`src/rtl/mc_pkg.sv`:
```
// Shared definitions for the multi-cycle datapath: FSM state codes, ALU
// operation codes and immediate-format selectors.
package mc_pkg;

  typedef enum logic [2:0] {
    S_FETCH     = 3'd0,
    S_DECODE    = 3'd1,
    S_EXECUTE   = 3'd2,
    S_MEM       = 3'd3,
    S_WRITEBACK = 3'd4
  } state_t;

  localparam logic [3:0] ALU_ADD  = 4'd0;
  localparam logic [3:0] ALU_SUB  = 4'd1;
  localparam logic [3:0] ALU_AND  = 4'd2;
  localparam logic [3:0] ALU_OR   = 4'd3;
  localparam logic [3:0] ALU_XOR  = 4'd4;
  localparam logic [3:0] ALU_SLL  = 4'd5;
  localparam logic [3:0] ALU_SRL  = 4'd6;
  localparam logic [3:0] ALU_SRA  = 4'd7;
  localparam logic [3:0] ALU_SLT  = 4'd8;
  localparam logic [3:0] ALU_SLTU = 4'd9;

  localparam logic [1:0] IMM_I = 2'd0;
  localparam logic [1:0] IMM_S = 2'd1;
  localparam logic [1:0] IMM_B = 2'd2;
  localparam logic [1:0] IMM_U = 2'd3;

endpackage

```
`src/rtl/mc_alu.sv`:
```
// Combinational ALU: result plus {N,Z,C,V}. C is carry-out on add and
// not-borrow on sub; V is signed overflow for add/sub only.
module mc_alu
  import mc_pkg::*;
#(
  parameter int XLEN = 32
) (
  input  logic [3:0]      op,
  input  logic [XLEN-1:0] a,
  input  logic [XLEN-1:0] b,
  output logic [XLEN-1:0] result,
  output logic [3:0]      flags
);

  localparam int SW = $clog2(XLEN);

  logic [XLEN:0]   sum, diff;
  logic [SW-1:0]   sh;
  logic            c, v;

  always_comb begin
    sum    = {1'b0, a} + {1'b0, b};
    diff   = {1'b0, a} + {1'b0, ~b} + {{XLEN{1'b0}}, 1'b1};
    sh     = b[SW-1:0];
    result = '0;
    c      = 1'b0;
    v      = 1'b0;
    case (op)
      ALU_ADD: begin
        result = sum[XLEN-1:0];
        c      = sum[XLEN];
        v      = (a[XLEN-1] == b[XLEN-1]) && (sum[XLEN-1] != a[XLEN-1]);
      end
      ALU_SUB: begin
        result = diff[XLEN-1:0];
        c      = diff[XLEN];
        v      = (a[XLEN-1] != b[XLEN-1]) && (diff[XLEN-1] != a[XLEN-1]);
      end
      ALU_AND:  result = a & b;
      ALU_OR:   result = a | b;
      ALU_XOR:  result = a ^ b;
      ALU_SLL:  result = a << sh;
      ALU_SRL:  result = a >> sh;
      ALU_SRA:  result = XLEN'($signed(a) >>> sh);
      ALU_SLT:  result = {{(XLEN-1){1'b0}}, $signed(a) < $signed(b)};
      ALU_SLTU: result = {{(XLEN-1){1'b0}}, a < b};
      default:  result = '0;
    endcase
    flags = {result[XLEN-1], result == '0, c, v};
  end

endmodule

```
`src/rtl/multicycle_datapath.sv`:
```
// Multi-cycle core datapath: FETCH/DECODE/EXECUTE/MEM/WRITEBACK sequencer,
// register file and immediate generator around mc_alu.
module multicycle_datapath
  import mc_pkg::*;
#(
  parameter int              XLEN     = 32,
  parameter int              NREGS    = 32,
  parameter logic [XLEN-1:0] PC_RESET = '0
) (
  input  logic            clk,
  input  logic            reset,
  output logic [XLEN-1:0] imem_addr,
  input  logic [31:0]     imem_rdata,
  output logic            dmem_req,
  output logic            dmem_we,
  output logic [XLEN-1:0] dmem_addr,
  output logic [XLEN-1:0] dmem_wdata,
  input  logic [XLEN-1:0] dmem_rdata,
  input  logic            dmem_ready,
  input  logic            pcsrc,
  input  logic            alusrc,
  input  logic            mrw,
  input  logic            wb,
  input  logic            regrw,
  input  logic [3:0]      aluop,
  input  logic [1:0]      immgen_ctrl,
  output logic [31:0]     instr,
  output logic [3:0]      status,
  output logic            retire,
  output logic [2:0]      state
);

  localparam int RW = $clog2(NREGS);

  state_t st, st_nxt;

  logic [NREGS-1:0][XLEN-1:0] rf;
  logic [XLEN-1:0] pc, a_q, b_q, imm_q, aluout, mdr;
  logic [XLEN-1:0] imm_w, op2, alu_res, wb_data;
  logic [3:0]      alu_flags, aluop_q;
  logic            pcsrc_q, alusrc_q, mrw_q, wb_q, regrw_q;
  logic [RW-1:0]   rs1, rs2, rd;

  assign rs1 = instr[15 +: RW];
  assign rs2 = instr[20 +: RW];
  assign rd  = instr[7 +: RW];

  // Immediate is built from the instruction register during DECODE.
  always_comb begin
    imm_w = '0;
    case (immgen_ctrl)
      IMM_I: imm_w = XLEN'($signed(instr[31:20]));
      IMM_S: imm_w = XLEN'($signed({instr[31:25], instr[11:7]}));
      IMM_B: imm_w = XLEN'($signed({instr[31], instr[7], instr[30:25], instr[11:8], 1'b0}));
      IMM_U: imm_w = XLEN'($signed({instr[31:12], 12'b0}));
      default: imm_w = '0;
    endcase
  end

  assign op2     = alusrc_q ? imm_q : b_q;
  assign wb_data = wb_q ? aluout : mdr;

  mc_alu #(.XLEN(XLEN)) u_alu (
    .op     (aluop_q),
    .a      (a_q),
    .b      (op2),
    .result (alu_res),
    .flags  (alu_flags)
  );

  always_comb begin
    st_nxt   = st;
    dmem_req = 1'b0;
    retire   = 1'b0;
    case (st)
      S_FETCH:     st_nxt = S_DECODE;
      S_DECODE:    st_nxt = S_EXECUTE;
      S_EXECUTE:   st_nxt = (mrw_q | ~wb_q) ? S_MEM : S_WRITEBACK;
      S_MEM: begin
        dmem_req = 1'b1;
        if (dmem_ready) st_nxt = S_WRITEBACK;
      end
      S_WRITEBACK: begin
        retire = 1'b1;
        st_nxt = S_FETCH;
      end
      default:     st_nxt = S_FETCH;
    endcase
  end

  always_ff @(posedge clk or posedge reset) begin
    if (reset) st <= S_FETCH;
    else       st <= st_nxt;
  end

  always_ff @(posedge clk or posedge reset) begin
    if (reset) begin
      pc       <= PC_RESET;
      instr    <= '0;
      status   <= '0;
      rf       <= '0;
      a_q      <= '0;
      b_q      <= '0;
      imm_q    <= '0;
      aluout   <= '0;
      mdr      <= '0;
      aluop_q  <= '0;
      pcsrc_q  <= 1'b0;
      alusrc_q <= 1'b0;
      mrw_q    <= 1'b0;
      wb_q     <= 1'b0;
      regrw_q  <= 1'b0;
    end else begin
      case (st)
        S_FETCH: instr <= imem_rdata;
        S_DECODE: begin
          a_q      <= rf[rs1];
          b_q      <= rf[rs2];
          imm_q    <= imm_w;
          aluop_q  <= aluop;
          pcsrc_q  <= pcsrc;
          alusrc_q <= alusrc;
          mrw_q    <= mrw;
          wb_q     <= wb;
          regrw_q  <= regrw;
        end
        S_EXECUTE: begin
          aluout <= alu_res;
          status <= alu_flags;
        end
        S_MEM: if (dmem_ready) mdr <= dmem_rdata;
        S_WRITEBACK: begin
          // x0 is never written, so its reset value keeps it reading zero.
          if (regrw_q && rd != '0) rf[rd] <= wb_data;
          pc <= pcsrc_q ? pc + imm_q : pc + XLEN'(4);
        end
        default: ;
      endcase
    end
  end

  assign imem_addr  = pc;
  assign dmem_we    = mrw_q;
  assign dmem_addr  = aluout;
  assign dmem_wdata = b_q;
  assign state      = st;

endmodule

```
`config.mk`:
```
export PLATFORM = sky130hd
export DESIGN_NAME = multicycle_datapath
export DESIGN_NICKNAME = d
export VERILOG_FILES = /design/src/rtl/mc_pkg.sv /design/src/rtl/mc_alu.sv /design/src/rtl/multicycle_datapath.sv
export SDC_FILE = /design/constraint.sdc
export NUM_CORES = 2
export LEC_CHECK = 0
export BUFFER_PORTS_ARGS = -buffer_cell sky130_fd_sc_hd__buf_2
export CAP_MARGIN = 40
export CELL_PAD_IN_SITES_DETAIL_PLACEMENT = 0
export CELL_PAD_IN_SITES_GLOBAL_PLACEMENT = 1
export CORE_UTILIZATION = 40
export DETAILED_ROUTE_END_ITERATION = 7
export GPL_ROUTABILITY_DRIVEN = 0
export PLACE_DENSITY_LB_ADDON = 0.1
export SETUP_SLACK_MARGIN = 0.02
export SYNTH_ARGS = -nofsm -noshare
export SYNTH_HDL_FRONTEND = slang
export SYNTH_HIERARCHICAL = 1
export SYNTH_SLANG_ARGS = --single-unit
```
`constraint.sdc`:
```
create_clock -name clk -period 96 [get_ports clk]
set_input_delay 19.2 -clock clk [delete_from_list [all_inputs] [get_ports clk]]
set_output_delay 19.2 -clock clk [all_outputs]
set_load 0.03 [all_outputs]
```
==> results.json <==
{
  "clock-sinks": 1264,
  "synthCells": 6805,
  "cts_bufs_inserted": 150,
  "tritoncts_clock_tree": "yes",
  "area.growth.synth_to_final_pct": 12.4,
  "grt_antenna_before_repair": 8,
  "maxCapViolations": 0,
  "path_clk_slew_ns": 0.06,
  "fin_crit_sh_pct": 23.0,
  "design.final.nets": 6951,
  "critical_path_required_ns": 96.96,
  "slew_at_the_pin_closest_to_its_max_slew_limit_ns": 0.976,
  "grt_overflow": 0,
  "setup_viol": 0,
  "mappedNetlistNets": 7018,
  "post-route-drc-count": 0,
  "design.portCount": 216,
  "clk_latency_ns": 0.82,
  "critPathMaxStageDelay_ns": 0.81,
  "synth_enable_flop_cells": 0,
  "rsz0062_at_grt": "false",
  "run_status": "finished, final reports clean",
  "yosysUniqueCellTypes": 101,
  "worst_setup_path_start_kind": "input port",
  "number_of_failing_hold_endpoints_at_the_final_stage": 0,
  "final.setup.tns_ns": 0,
  "avgRoutedWirePerCell_um": 30.3,
  "worst_path_most_repeated_cell": "sky130_fd_sc_hd__buf_4",
  "firstDrtPassIters": 5,
  "postSynth.topFlopCell": "sky130_fd_sc_hd__dfrtp_1",
  "die-width_um": 431,
  "yosysSeqAreaShare_pct": 43.0,
  "vias": 56200,
  "netlist_area_um2": 73600,
  "worst-setup-path-type": "in -> async",
  "post-route-min-period_ns": 22.05,
  "first_global_vias": 55500,
  "cpMaxStageDelayCell": "sky130_fd_sc_hd__buf_4",
  "cts_hold_repair.buffers": 0,
  "hp-class": "reg -> reg",
  "finalClockSkew_ns": 0.0322,
  "place.port_buffers": 215,
  "ratio_of_routed_vias_to_standard_cells": 6.02,
  "arrival_ns": 23.01,
  "core-area_um2": 183000,
  "drt_iter0_markers": 5378,
  "fillerInstances": 17200,
  "cts.repair_timing.setup_buffer_count": 0,
  "fmax_mhz": 45.4,
  "final_max_slew_viol_count": 0,
  "routed_wl_um": 282000,
  "placement_rows": 157,
  "synth.ff_latch_count": 1264,
  "postSynthAreaPerCell_um2": 10.8,
  "vdd.ir_drop.worst_mv": 0.0219,
  "grt_use_total_pct": 30.6,
  "grt_pass1_wl_um": 413000,
  "crit_chain": "buf_2 > inv_8 > buf_16 > buf_4 > buf_12 > buf_4 > buf_4 > buf_16",
  "final.setup.worst_slack_ns": 73.95,
  "timing.critical_path.to_type": "asynchronous set/reset pin",
  "synth-warning-count": 6,
  "die_height_um": 431,
  "h-tree-depth": 4,
  "ant_nets": 0,
  "crit_path_max_fanout": 159,
  "p_leak_nw": 35.0,
  "placement.setup.worst_slack_ns": 73.12,
  "asyncSetResetFlopFracSynth_pct": 100,
  "clock-root-buffer": "sky130_fd_sc_hd__clkbuf_16",
  "grt_start_max_net_pins": 160,
  "clock_tree.buffer_depth": 3,
  "initial_core_util_pct": 40.2,
  "sum_of_net_half_perimeters_after_detailed_placement_um": 187000,
  "fp.dieArea_um2": 186000,
  "post_cts_resize_count": 0,
  "layout-drive-gt1-share_pct": 24.5,
  "power-per-cell-area_nw_per_um2": 28.1,
  "max-slew-margin-rel_pct": 33.1
}
==> cells in the mapped netlist, types with 12 or more instances <==
cell	number	share of area, %
sky130_fd_sc_hd__nor4_1	14	0.12
sky130_fd_sc_hd__o221ai_1	14	0.17
sky130_fd_sc_hd__a211oi_1	31	0.32
sky130_fd_sc_hd__clkbuf_1	499	2.5
sky130_fd_sc_hd__and3_1	23	0.20
sky130_fd_sc_hd__a31oi_1	25	0.21
sky130_fd_sc_hd__o21bai_1	13	0.13
sky130_fd_sc_hd__o21ai_0	957	6.5
sky130_fd_sc_hd__or3_1	13	0.11
sky130_fd_sc_hd__mux4_2	673	21
sky130_fd_sc_hd__xor2_1	12	0.14
sky130_fd_sc_hd__a221o_1	12	0.16
sky130_fd_sc_hd__inv_1	116	0.59
sky130_fd_sc_hd__a21oi_1	201	1.4
sky130_fd_sc_hd__a221oi_1	18	0.21
sky130_fd_sc_hd__nor3_1	59	0.40
sky130_fd_sc_hd__buf_1	27	0.14
sky130_fd_sc_hd__and2_1	15	0.13
sky130_fd_sc_hd__nand2_1	1310	6.7
sky130_fd_sc_hd__a2111oi_0	14	0.17
sky130_fd_sc_hd__nand4_1	37	0.31
sky130_fd_sc_hd__a211o_1	14	0.17
sky130_fd_sc_hd__o21ai_2	68	0.81
sky130_fd_sc_hd__a21o_1	27	0.28
sky130_fd_sc_hd__o21a_1	24	0.24
sky130_fd_sc_hd__nor2b_1	29	0.25
sky130_fd_sc_hd__o22ai_1	33	0.28
sky130_fd_sc_hd__nor2_1	181	0.92
sky130_fd_sc_hd__o211ai_1	27	0.28
sky130_fd_sc_hd__a22oi_1	19	0.19
sky130_fd_sc_hd__xnor2_1	30	0.36
sky130_fd_sc_hd__nand3_1	64	0.44
sky130_fd_sc_hd__dfrtp_1	1264	43
sky130_fd_sc_hd__buf_2	85	0.58
sky130_fd_sc_hd__ha_1	132	2.2
sky130_fd_sc_hd__mux2_2	149	2.3
sky130_fd_sc_hd__o21ai_1	157	1.1
sky130_fd_sc_hd__mux2i_1	154	2.1
sky130_fd_sc_hd__buf_6	38	0.58
sky130_fd_sc_hd__o31ai_1	24	0.24
==> cell usage in the layout (no fill, tap or decap), types with 57 or more instances in the layout <==
cell type                   instances
sky130_fd_sc_hd__buf_2            217
sky130_fd_sc_hd__ha_1             132
sky130_fd_sc_hd__inv_1            115
sky130_fd_sc_hd__mux2i_1          121
sky130_fd_sc_hd__mux2_2           147
sky130_fd_sc_hd__mux4_2           673
sky130_fd_sc_hd__clkbuf_16        152
sky130_fd_sc_hd__o21ai_1          157
sky130_fd_sc_hd__nor2_1           180
sky130_fd_sc_hd__nor3_1            57
sky130_fd_sc_hd__o21ai_2           68
sky130_fd_sc_hd__o21ai_0          957
sky130_fd_sc_hd__nand2_1         1284
sky130_fd_sc_hd__dfrtp_1         1253
sky130_fd_sc_hd__a21oi_1          201
sky130_fd_sc_hd__nand3_1           64
sky130_fd_sc_hd__buf_4            175
==> per-stage QoR <==
stage               instance area, µm²  utilization [%]  std cells  power (mW)  hold WS [ns]
finish                           82800             45.2       9325        2.33         0.393
global route                     82700             45.2       9321        2.42         0.404
CTS                              82700             45.2       9321        2.33         0.395
detailed placement               77800             42.5       9050        1.75         0.383
global placement                 76700             42.0       8995        1.73         0.376
floorplan                        73600                -       6805        1.34         0.441
==> flip-flops by register name, indices dropped and copies added, names as in the netlist <==
signal and cells:
rf 1024, a_q 32, dmem_addr 32, dmem_wdata 32, imem_addr 32, imm_q 32, instr 32, mdr 32
aluop_q 4, status 4, state 3, alusrc_q 1, dmem_we 1, pcsrc_q 1, regrw_q 1, wb_q 1
==> final cells by class <==
| class | count | area (µm²) | share of cell area, % |
|---|---|---|---|
| multi-input combinational | 4762 | 39100 | 47.3 |
| sequential | 1264 | 31700 | 38.3 |
| clock buffer | 235 | 4540 | 5.48 |
| timing repair buffer | 437 | 3420 | 4.13 |
| tap | 2464 | 3080 | 3.73 |
| inverter | 123 | 474 | 0.573 |
| clock inverter | 36 | 440 | 0.532 |
| antenna | 4 | 10.0 | 0.0121 |
==> worst max-delay path: cells and delay by family <==
kind	cells	cell delay, ns
buf+inv	8	3.39
==> path summary, 6_finish.rpt <==
path                          start            end  slack, ns  cells after the start
max                           reset        rf[906]      73.95                      8
min                          rf[24]         rf[24]       0.39                      0
max reg2reg                alusrc_q      status[2]      89.16                     18
min reg2reg                  rf[24]         rf[24]       0.39                      0
max in group clk           state[0]         retire      74.42                      4
min in group asynchronous     reset  imem_addr[28]      18.41                      3
==> cells by family after synthesis <==
logic type | count (synthesis) | share of synthesized area [%]
AOI/OAI and AO/OA | 1765 | 13.9
buffers and inverters | 779 | 4.54
xor gates and xnor gates | 42 | 0.500
adders and majority gates | 135 | 2.33
and+or+nand+nor | 1832 | 10.5
DFF | 1264 | 43.0
muxes | 988 | 25.2
==> metal layers <==
layer / global-route usage, % / routed length [µm] / vias up
li1: - / - / 24800
met1: 42.7 / 122000 / 28900
met2: 48.5 / 132000 / 1993
met3: 4.40 / 16600 / 439
met4: 11.3 / 11100 / 6
met5: 0 / 41 / -
==> report_power, final <==
group          internal (mW)  switching [mW]
logic                  0.362           0.673
registers              0.602           0.110
clock network          0.337           0.242
total                   1.30            1.03
Power figures use the tool's default switching activity.
